--- src/rtl/relin_keyswitch_pkg.sv ---
// Shared types, constants and modular-arithmetic helpers for the
// relinearization key-switch stage.
//   word_t     : one coefficient, values in [0,Q) after reduction
//   vec_t      : N coefficients
//   wide_vec_t : N coefficients at digit*key product width
//   CT_t       : degree-1 ciphertext (a, b)
//   state_t    : key-switch FSM states
package relin_keyswitch_pkg;

    localparam int N          = 4;
    localparam int Q          = 17;
    localparam int BASE       = 4;
    localparam int NUM_DIGITS = 3;
    localparam int LOG_BASE   = $clog2(BASE);
    localparam int W          = $clog2(Q);
    localparam int WW         = W + LOG_BASE;
    localparam int CNT_W      = (NUM_DIGITS > 1) ? $clog2(NUM_DIGITS) : 1;

    localparam logic [W:0]       Q_ADD      = Q[W:0];
    localparam logic [WW-1:0]    Q_WIDE     = Q[WW-1:0];
    localparam logic [CNT_W-1:0] LAST_DIGIT = CNT_W'(NUM_DIGITS - 1);

    // Elaboration-time sanity of the gadget parameters.
    localparam bit BASE_IS_POW2   = (BASE == (1 << LOG_BASE));
    localparam bit DIGITS_COVER_Q = ((BASE ** NUM_DIGITS) > Q);

    typedef logic [W-1:0]           word_t;
    typedef logic [N-1:0][W-1:0]    vec_t;
    typedef logic [N-1:0][WW-1:0]   wide_vec_t;

    typedef struct packed {
        vec_t a;
        vec_t b;
    } CT_t;

    typedef enum logic [1:0] {
        IDLE   = 2'd0,
        DECOMP = 2'd1,
        FINAL  = 2'd2,
        DONE   = 2'd3
    } state_t;

    // Reduce a product-width value into [0,Q).
    function automatic word_t reduce_mod_q(input logic [WW-1:0] x);
        logic [WW-1:0] r;
        r = x % Q_WIDE;
        return r[W-1:0];
    endfunction

    // Both operands are already in [0,Q), so one conditional subtract suffices.
    function automatic word_t add_mod_q(input word_t a, input word_t b);
        logic [W:0] s;
        s = {1'b0, a} + {1'b0, b};
        if (s >= Q_ADD) begin
            s = s - Q_ADD;
        end
        return s[W-1:0];
    endfunction

endpackage

--- src/rtl/relin_keyswitch_gadget_digit_mac.sv ---
// gadget_digit_mac: one coefficient lane of the digit multiply-accumulate.
//   acc      : running accumulator, in [0,Q)
//   digit    : current base-BASE digit of the residual
//   key      : matching relinearization-key coefficient (any W-bit value)
//   acc_next : (acc + digit*key) mod Q
module gadget_digit_mac
    import relin_keyswitch_pkg::*;
(
    input  word_t               acc,
    input  logic [LOG_BASE-1:0] digit,
    input  word_t               key,
    output word_t               acc_next
);

    logic [WW-1:0] prod;

    assign prod     = {{W{1'b0}}, digit} * {{LOG_BASE{1'b0}}, key};
    assign acc_next = add_mod_q(acc, reduce_mod_q(prod));

endmodule

--- src/rtl/relin_keyswitch.sv ---
// relin_keyswitch: turns a degree-2 product (d0, d1, d2) into a degree-1
// ciphertext by gadget-decomposing d2 one digit per cycle and accumulating
// each digit against the relinearization key pair for that digit.
//   clk, rst_n        : clock, synchronous active-low reset
//   in_valid/in_ready : input handshake for in_d0/in_d1/in_d2
//   key_idx           : digit index whose key pair must appear on key_a/key_b
//                       in the same cycle (combinational lookup outside)
//   out_valid/out_ready, out_ct : result handshake and ciphertext
//   state_dbg         : current FSM state for observation
//
// Handshakes: a transfer happens on a rising edge where valid and ready are
// both high. in_ready is high only in IDLE. out_valid is high only in DONE,
// where out_ct stays constant until out_ready is seen; no new input is taken
// in the DONE cycle even when the output transfer happens then.
module relin_keyswitch
    import relin_keyswitch_pkg::*;
(
    input  logic             clk,
    input  logic             rst_n,
    input  logic             in_valid,
    output logic             in_ready,
    input  vec_t             in_d0,
    input  vec_t             in_d1,
    input  vec_t             in_d2,
    output logic [CNT_W-1:0] key_idx,
    input  vec_t             key_a,
    input  vec_t             key_b,
    output logic             out_valid,
    input  logic             out_ready,
    output CT_t              out_ct,
    output state_t           state_dbg
);

    if (!BASE_IS_POW2) begin : g_base_check
        $error("BASE must be a power of two");
    end
    if (!DIGITS_COVER_Q) begin : g_digit_check
        $error("BASE**NUM_DIGITS must exceed Q");
    end

    state_t           state, state_next;
    logic [CNT_W-1:0] cnt;
    vec_t             d0_q, d1_q, residual;
    vec_t             acc_a, acc_b;
    vec_t             acc_a_next, acc_b_next;
    CT_t              ct_q;

    // Two MAC lanes per coefficient; the low digit of the residual drives both.
    for (genvar j = 0; j < N; j++) begin : g_lane
        gadget_digit_mac u_mac_a (
            .acc      (acc_a[j]),
            .digit    (residual[j][LOG_BASE-1:0]),
            .key      (key_a[j]),
            .acc_next (acc_a_next[j])
        );
        gadget_digit_mac u_mac_b (
            .acc      (acc_b[j]),
            .digit    (residual[j][LOG_BASE-1:0]),
            .key      (key_b[j]),
            .acc_next (acc_b_next[j])
        );
    end

    always_comb begin
        state_next = state;
        in_ready   = 1'b0;
        out_valid  = 1'b0;
        key_idx    = '0;
        case (state)
            IDLE: begin
                in_ready = 1'b1;
                if (in_valid) begin
                    state_next = DECOMP;
                end
            end
            DECOMP: begin
                key_idx = cnt;
                if (cnt == LAST_DIGIT) begin
                    state_next = FINAL;
                end
            end
            FINAL: begin
                state_next = DONE;
            end
            DONE: begin
                out_valid = 1'b1;
                if (out_ready) begin
                    state_next = IDLE;
                end
            end
            default: begin
                state_next = IDLE;
            end
        endcase
    end

    always_ff @(posedge clk) begin
        if (!rst_n) begin
            state    <= IDLE;
            cnt      <= '0;
            d0_q     <= '0;
            d1_q     <= '0;
            residual <= '0;
            acc_a    <= '0;
            acc_b    <= '0;
            ct_q     <= '0;
        end else begin
            state <= state_next;
            case (state)
                IDLE: begin
                    if (in_valid) begin
                        for (int j = 0; j < N; j++) begin
                            d0_q[j]     <= reduce_mod_q({{LOG_BASE{1'b0}}, in_d0[j]});
                            d1_q[j]     <= reduce_mod_q({{LOG_BASE{1'b0}}, in_d1[j]});
                            residual[j] <= reduce_mod_q({{LOG_BASE{1'b0}}, in_d2[j]});
                        end
                        acc_a <= '0;
                        acc_b <= '0;
                        cnt   <= '0;
                    end
                end
                DECOMP: begin
                    acc_a <= acc_a_next;
                    acc_b <= acc_b_next;
                    for (int j = 0; j < N; j++) begin
                        residual[j] <= residual[j] >> LOG_BASE;
                    end
                    cnt <= cnt + 1'b1;
                end
                FINAL: begin
                    for (int j = 0; j < N; j++) begin
                        ct_q.b[j] <= add_mod_q(d0_q[j], acc_b[j]);
                        ct_q.a[j] <= add_mod_q(d1_q[j], acc_a[j]);
                    end
                end
                default: begin
                end
            endcase
        end
    end

    assign out_ct    = ct_q;
    assign state_dbg = state;

endmodule

--- config.mk ---
export PLATFORM = sky130hd
export DESIGN_NAME = relin_keyswitch
export DESIGN_NICKNAME = d
export VERILOG_FILES = /design/src/rtl/relin_keyswitch_pkg.sv /design/src/rtl/relin_keyswitch_gadget_digit_mac.sv /design/src/rtl/relin_keyswitch.sv
export SDC_FILE = /design/constraint.sdc
export NUM_CORES = 1
export LEC_CHECK = 0
export CORE_AREA = 4 4 167 169
export CTS_BUF_LIST = sky130_fd_sc_hd__clkbuf_4 sky130_fd_sc_hd__clkbuf_8
export DETAILED_ROUTE_END_ITERATION = 12
export DIE_AREA = 0 0 171 173
export DONT_BUFFER_PORTS = 1
export PLACE_DENSITY = 0.83
export SLEW_MARGIN = 15
export SYNTH_ARGS = -nofsm -noshare
export SYNTH_HDL_FRONTEND = slang
export SYNTH_HIERARCHICAL = 1
export SYNTH_SLANG_ARGS = --single-unit
export TNS_END_PERCENT = 100
--- constraint.sdc ---
create_clock -name clk -period 7.53 [get_ports clk]
set_input_delay 1.506 -clock clk [delete_from_list [all_inputs] [get_ports clk]]
set_output_delay 1.506 -clock clk [all_outputs]
set_load 0.05 [all_outputs]
# Yosys cells after proc, flatten, opt, wreduce, memory -nomap -nowiden
# Cells that the tools add are included.
# classes
n_addsub	33
n_mul	8
div	20
magnitude_cmp	16
n_eq_ne	7
n_mux	30
n_reduce_logical	5
# op_table
op	count
20-bit case mux with 2 select lines	3
5-bit by 5-bit adder with 6-bit output	16
6-bit by 5-bit greater-or-equal comparator with 1-bit output, second input constant	16
5-bit by 5-bit modulo with 7-bit output, second input constant	12
5-bit 2-to-1 mux	16
5-bit subtractor, second input constant	16
7-bit by 5-bit modulo with 7-bit output, second input constant	8
2-bit by 5-bit multiplier with 7-bit output	8
20-bit 2-to-1 mux	2
2-bit 2-to-1 mux	5
2-bit case mux with 4 select lines	1
2-bit == test, second input constant	3
2-bit inequality test, second input constant	3
2-bit case mux with 2 select lines	1
2-bit AND reduction	2
3-bit AND reduction	1
2-bit by 1-bit adder with 2-bit output, second input constant	1
2-bit by 1-bit == test with 1-bit output, second input constant	1
2-bit zero test	1
1-bit 2-to-1 mux	2
2-bit nonzero test	1
# totals
ff_bits	144
output_inout_bits	46
word_cells	149

# Logic depth before layout (Yosys ltp)
# logic_depth
word_depth	6
ltp_mapped	28

# Hierarchy
# The synthesis kept the hierarchy.
# by_module_without_submodules
module	instances	cells_each	area_per_inst_um2
relin_keyswitch	1	1075	9395.3
gadget_digit_mac at g_lane[0].u_mac_a ...	7	139	1034.7
gadget_digit_mac at g_lane[3].u_mac_b	1	150	1073.5

# Worst setup path after synthesis
# Ideal clock, no wire load.
# synth_timing
kind	in2reg
start	input key_a[3] in the netlist's numbering
end	register acc_a[3] in the netlist's numbering
t_arrival_ps	5960
required_time_ps	7412
slack_ps	1452
cell_stages	26
n_path_buf	2
path_cell_list	and2_1 -> ha_1 -> clkbuf_1 -> nand4_1 -> o22a_1 -> buf_4 -> or2_2 -> o21a_1 -> ha_1 -> and2_1 -> a2111oi_0 -> a32o_1 -> o21ai_1 -> a31oi_4 -> xnor2_1 -> fa_1 -> a21oi_1 -> nor2_1 -> nor2_1 -> xnor2_1 -> o31ai_1 -> nand2_1 -> nand4_1 -> xnor2_1 -> a22oi_1 -> nor2b_1
# synth_rtl
element	line_no	rtl
start: declaration	relin_keyswitch.sv:26	input vec_t key_a,
end signal: assignment	relin_keyswitch.sv:123	acc_a <= acc_a_next;
end: declaration	relin_keyswitch.sv:44	vec_t acc_a, acc_b;

==> flow_summary.json <==
{
  "outcome": "complete, no violations",
  "finalClockSkew_ps": 20.3,
  "pin_count": 150,
  "cp.arrival_ps": 6730,
  "worstSetupPathType": "in -> reg",
  "worst_ep_required_time_ps": 7880,
  "fin_tns_setup_ps": 0,
  "dieArea_um2": 29600,
  "synth-edff-count": 0,
  "synth_flop_cell": "dfxtp_1",
  "slowest_stage": "ha_1",
  "ys_ff_latch": 144,
  "ctsHoldBuffers": 0,
  "max_freq_mhz": 157,
  "synth_nets": 2515,
  "start_util_pct": 66.6,
  "cp_top_family": "compound AO/OA/AOI/OAI gates",
  "start_kind": "input pin",
  "grt_pass1_wl_um": 70900,
  "die_y_um": 173,
  "syn_inst": 2198,
  "nets": 2436,
  "gr-usage-all-layers_pct": 27.8,
  "routed_wl_um": 43000,
  "rsz0062_at_grt": "false",
  "ys_seq_area_share_pct": 16.3,
  "overflow": 0,
  "cts_resized": 0,
  "worstMarginPinSlew_ps": 960,
  "numClockSinks": 144,
  "drive_above_1_share_pct": 8.82,
  "async_reset_ff_share_pct": 0,
  "cpPeakStageDelay_ps": 470,
  "coreArea_um2": 26600,
  "grt_start_max_net_pins": 165,
  "crit_path_max_fanout": 10,
  "hold_viol": 0,
  "ir_drop_uv": 181,
  "ant_nets": 0,
  "rows": 60,
  "finalWeightedCongestion": 0.914,
  "cp_common_cell": "ha_1",
  "fillers": 2195,
  "post-cts-setup-buffers": 0,
  "maxCapViolations": 0,
  "clk_path_buf_depth": 2,
  "finalCritPeriodShare_pct": 84.7,
  "ys_types": 87,
  "cts-htree-levels": 4,
  "cts_root_buf": "clkbuf_8",
  "vias_per_cell": 6.54,
  "grt_pass1_vias": 15159,
  "p_total_mw": 7.32,
  "slew_violations": 0,
  "vias": 16166,
  "remaining_drc_errors": 0,
  "wl_per_cell_um": 17.4,
  "place_hpwl_um": 33000,
  "io_buffers": 0,
  "dr.first_iter.drc_count": 1090,
  "dieWidth_um": 171,
  "antenna_found_initial": 1,
  "cts_tree": "done",
  "hold_path_class": "reg -> reg",
  "slew_headroom_pct": 36.0,
  "min_period_ps": 6380,
  "diodes": 0,
  "power_density_nw_per_um2": 405,
  "synth_warnings": 6,
  "clk_pin_slew_worst_paths_ps": 90,
  "area_growth_pct": 2.08,
  "power.leakage_nw": 7.53,
  "netlist_area_um2": 17700,
  "dr.pass1.iters": 5,
  "cts_buffers": 17,
  "avgSynthCellArea_um2": 8.06,
  "clkLatencyLatePin_ps": 470,
  "critPathBufInv": 0,
  "final-setup-viol-count": 0,
  "worstSetupEndpointType": "flop"
}
-- synth_stat cells (all sizes together), types with 20 or more instances --
master | count | area share (%)
nor3b | 25 | 1.5
mux2i | 25 | 1.4
nand2 | 153 | 3.2
nor2b | 61 | 2.2
nor3 | 75 | 2.3
a21o | 27 | 1.1
a211oi | 32 | 1.6
dfxtp | 144 | 16
nand2b | 31 | 1.1
o31ai | 20 | 0.93
inv | 139 | 2.9
ha | 189 | 13
a21oi | 111 | 3.8
fa | 24 | 2.7
nand4 | 23 | 0.81
nand3 | 106 | 3.2
a22oi | 61 | 2.6
o211ai | 33 | 1.4
nor2 | 134 | 2.9
clkbuf | 62 | 1.3
a21boi | 32 | 1.4
xor2 | 41 | 2.1
and2 | 82 | 2.9
buf | 40 | 1.6
xnor2 | 99 | 4.9
o211a | 27 | 1.5
o21ai | 93 | 2.6
-- layout make-up --
type / instances / area (µm²) / area share, %
tap: 341 / 427 / 2.36
timing repair buffer: 4 / 30.0 / 0.166
inverter: 140 / 526 / 2.91
sequential: 144 / 2880 / 15.9
multi-input combinational: 1812 / 13800 / 76.3
clock buffer: 17 / 234 / 1.29
clock inverter: 15 / 184 / 1.02
-- kinds of logic (layout without fill, tap and decap cells) --
kind of cell,Yosys count,count (layout),synth area share [%]
compound gates,648,648,29.1
xor+xnor,140,140,6.97
fa+ha+maj,213,213,16.1
buf+inv,242,176,5.91
flops,144,144,16.3
mux,28,28,1.62
simple gates,783,783,24.0
-- report_power, final --
| group | switching (mW) | internal, mW | total, mW |
|---|---|---|---|
| Clock | 0.350 | 0.311 | 0.661 |
| Sequential | 0.499 | 0.972 | 1.47 |
| Combinational | 3.17 | 2.02 | 5.19 |
| Total | 4.01 | 3.30 | 7.32 |
-- registers in the layout, indices dropped and copies added (netlist names) --
register	cells
out_ct	40
acc_a	20
d1_q	20
state_dbg	2
acc_b	20
d0_q	20
cnt	2
residual	20
-- worst reg2reg max path: stages (launching register included) --
cell and delay (ps):
dfxtp_1 670, and2_1 220, ha_1 340, a21oi_1 340
o22a_1 470, nand2_1 170, o21a_1 180, ha_1 190
and2_1 150, a2111oi_0 350, a32o_1 310, o21ai_1 120
a31oi_4 200, a211oi_1 70, a311oi_1 310, ha_1 340
a21oi_1 160, nor2_1 50, nor2_1 120, xnor2_1 190
o31ai_1 120, nand2_1 190, nand4_1 160, xnor2_1 150
a22oi_1 190, nor2b_1 70
-- worst paths after layout --
check               start            to  slack (ps)  depth (start not counted)
max reg2reg   residual[5]      acc_b[8]        1580                         25
min reg2reg  residual[14]  residual[14]         460                          2
min          residual[14]  residual[14]         460                          2
max              key_b[9]      acc_b[8]        1150                         25
-- stage by stage --
step | utilization (%) | cell area, µm² | instances | setup slack (ps) | hold WS (ps)
floorplan | - | 17700 | 2198 | 1450 | 440
global placement | 66.5 | 17700 | 2441 | 930 | 450
detailed placement | 66.5 | 17700 | 2441 | 777 | 453
CTS | 68.0 | 18100 | 2473 | 1260 | 465
global route | 68.0 | 18100 | 2473 | 807 | 481
finish | 68.0 | 18100 | 2473 | 1150 | 463
-- per-layer routing --
layer	GRT usage [%]	routed length, µm	part of all wire [%]	up-vias
met4	6.97	815	1.9	2
met3	5.30	2330	5.4	64
met5	0	13	0.030	-
li1	-	-	-	7924
met2	49.1	21400	50	413
met1	34.6	18500	43	7763
-- cell usage in the layout (no fill, tap or decap), types with 33 or more instances in the layout --
master / count
and2_1: 73
nand2_1: 153
o211ai_1: 33
ha_1: 188
dfxtp_1: 144
a21oi_1: 95
a22oi_1: 61
xnor2_1: 99
xor2_1: 40
nor2_1: 133
o21ai_0: 83
nor3_1: 67
nor2b_1: 61
inv_1: 138
nand3_1: 99
No activity file was read; power rests on OpenSTA's default activity.
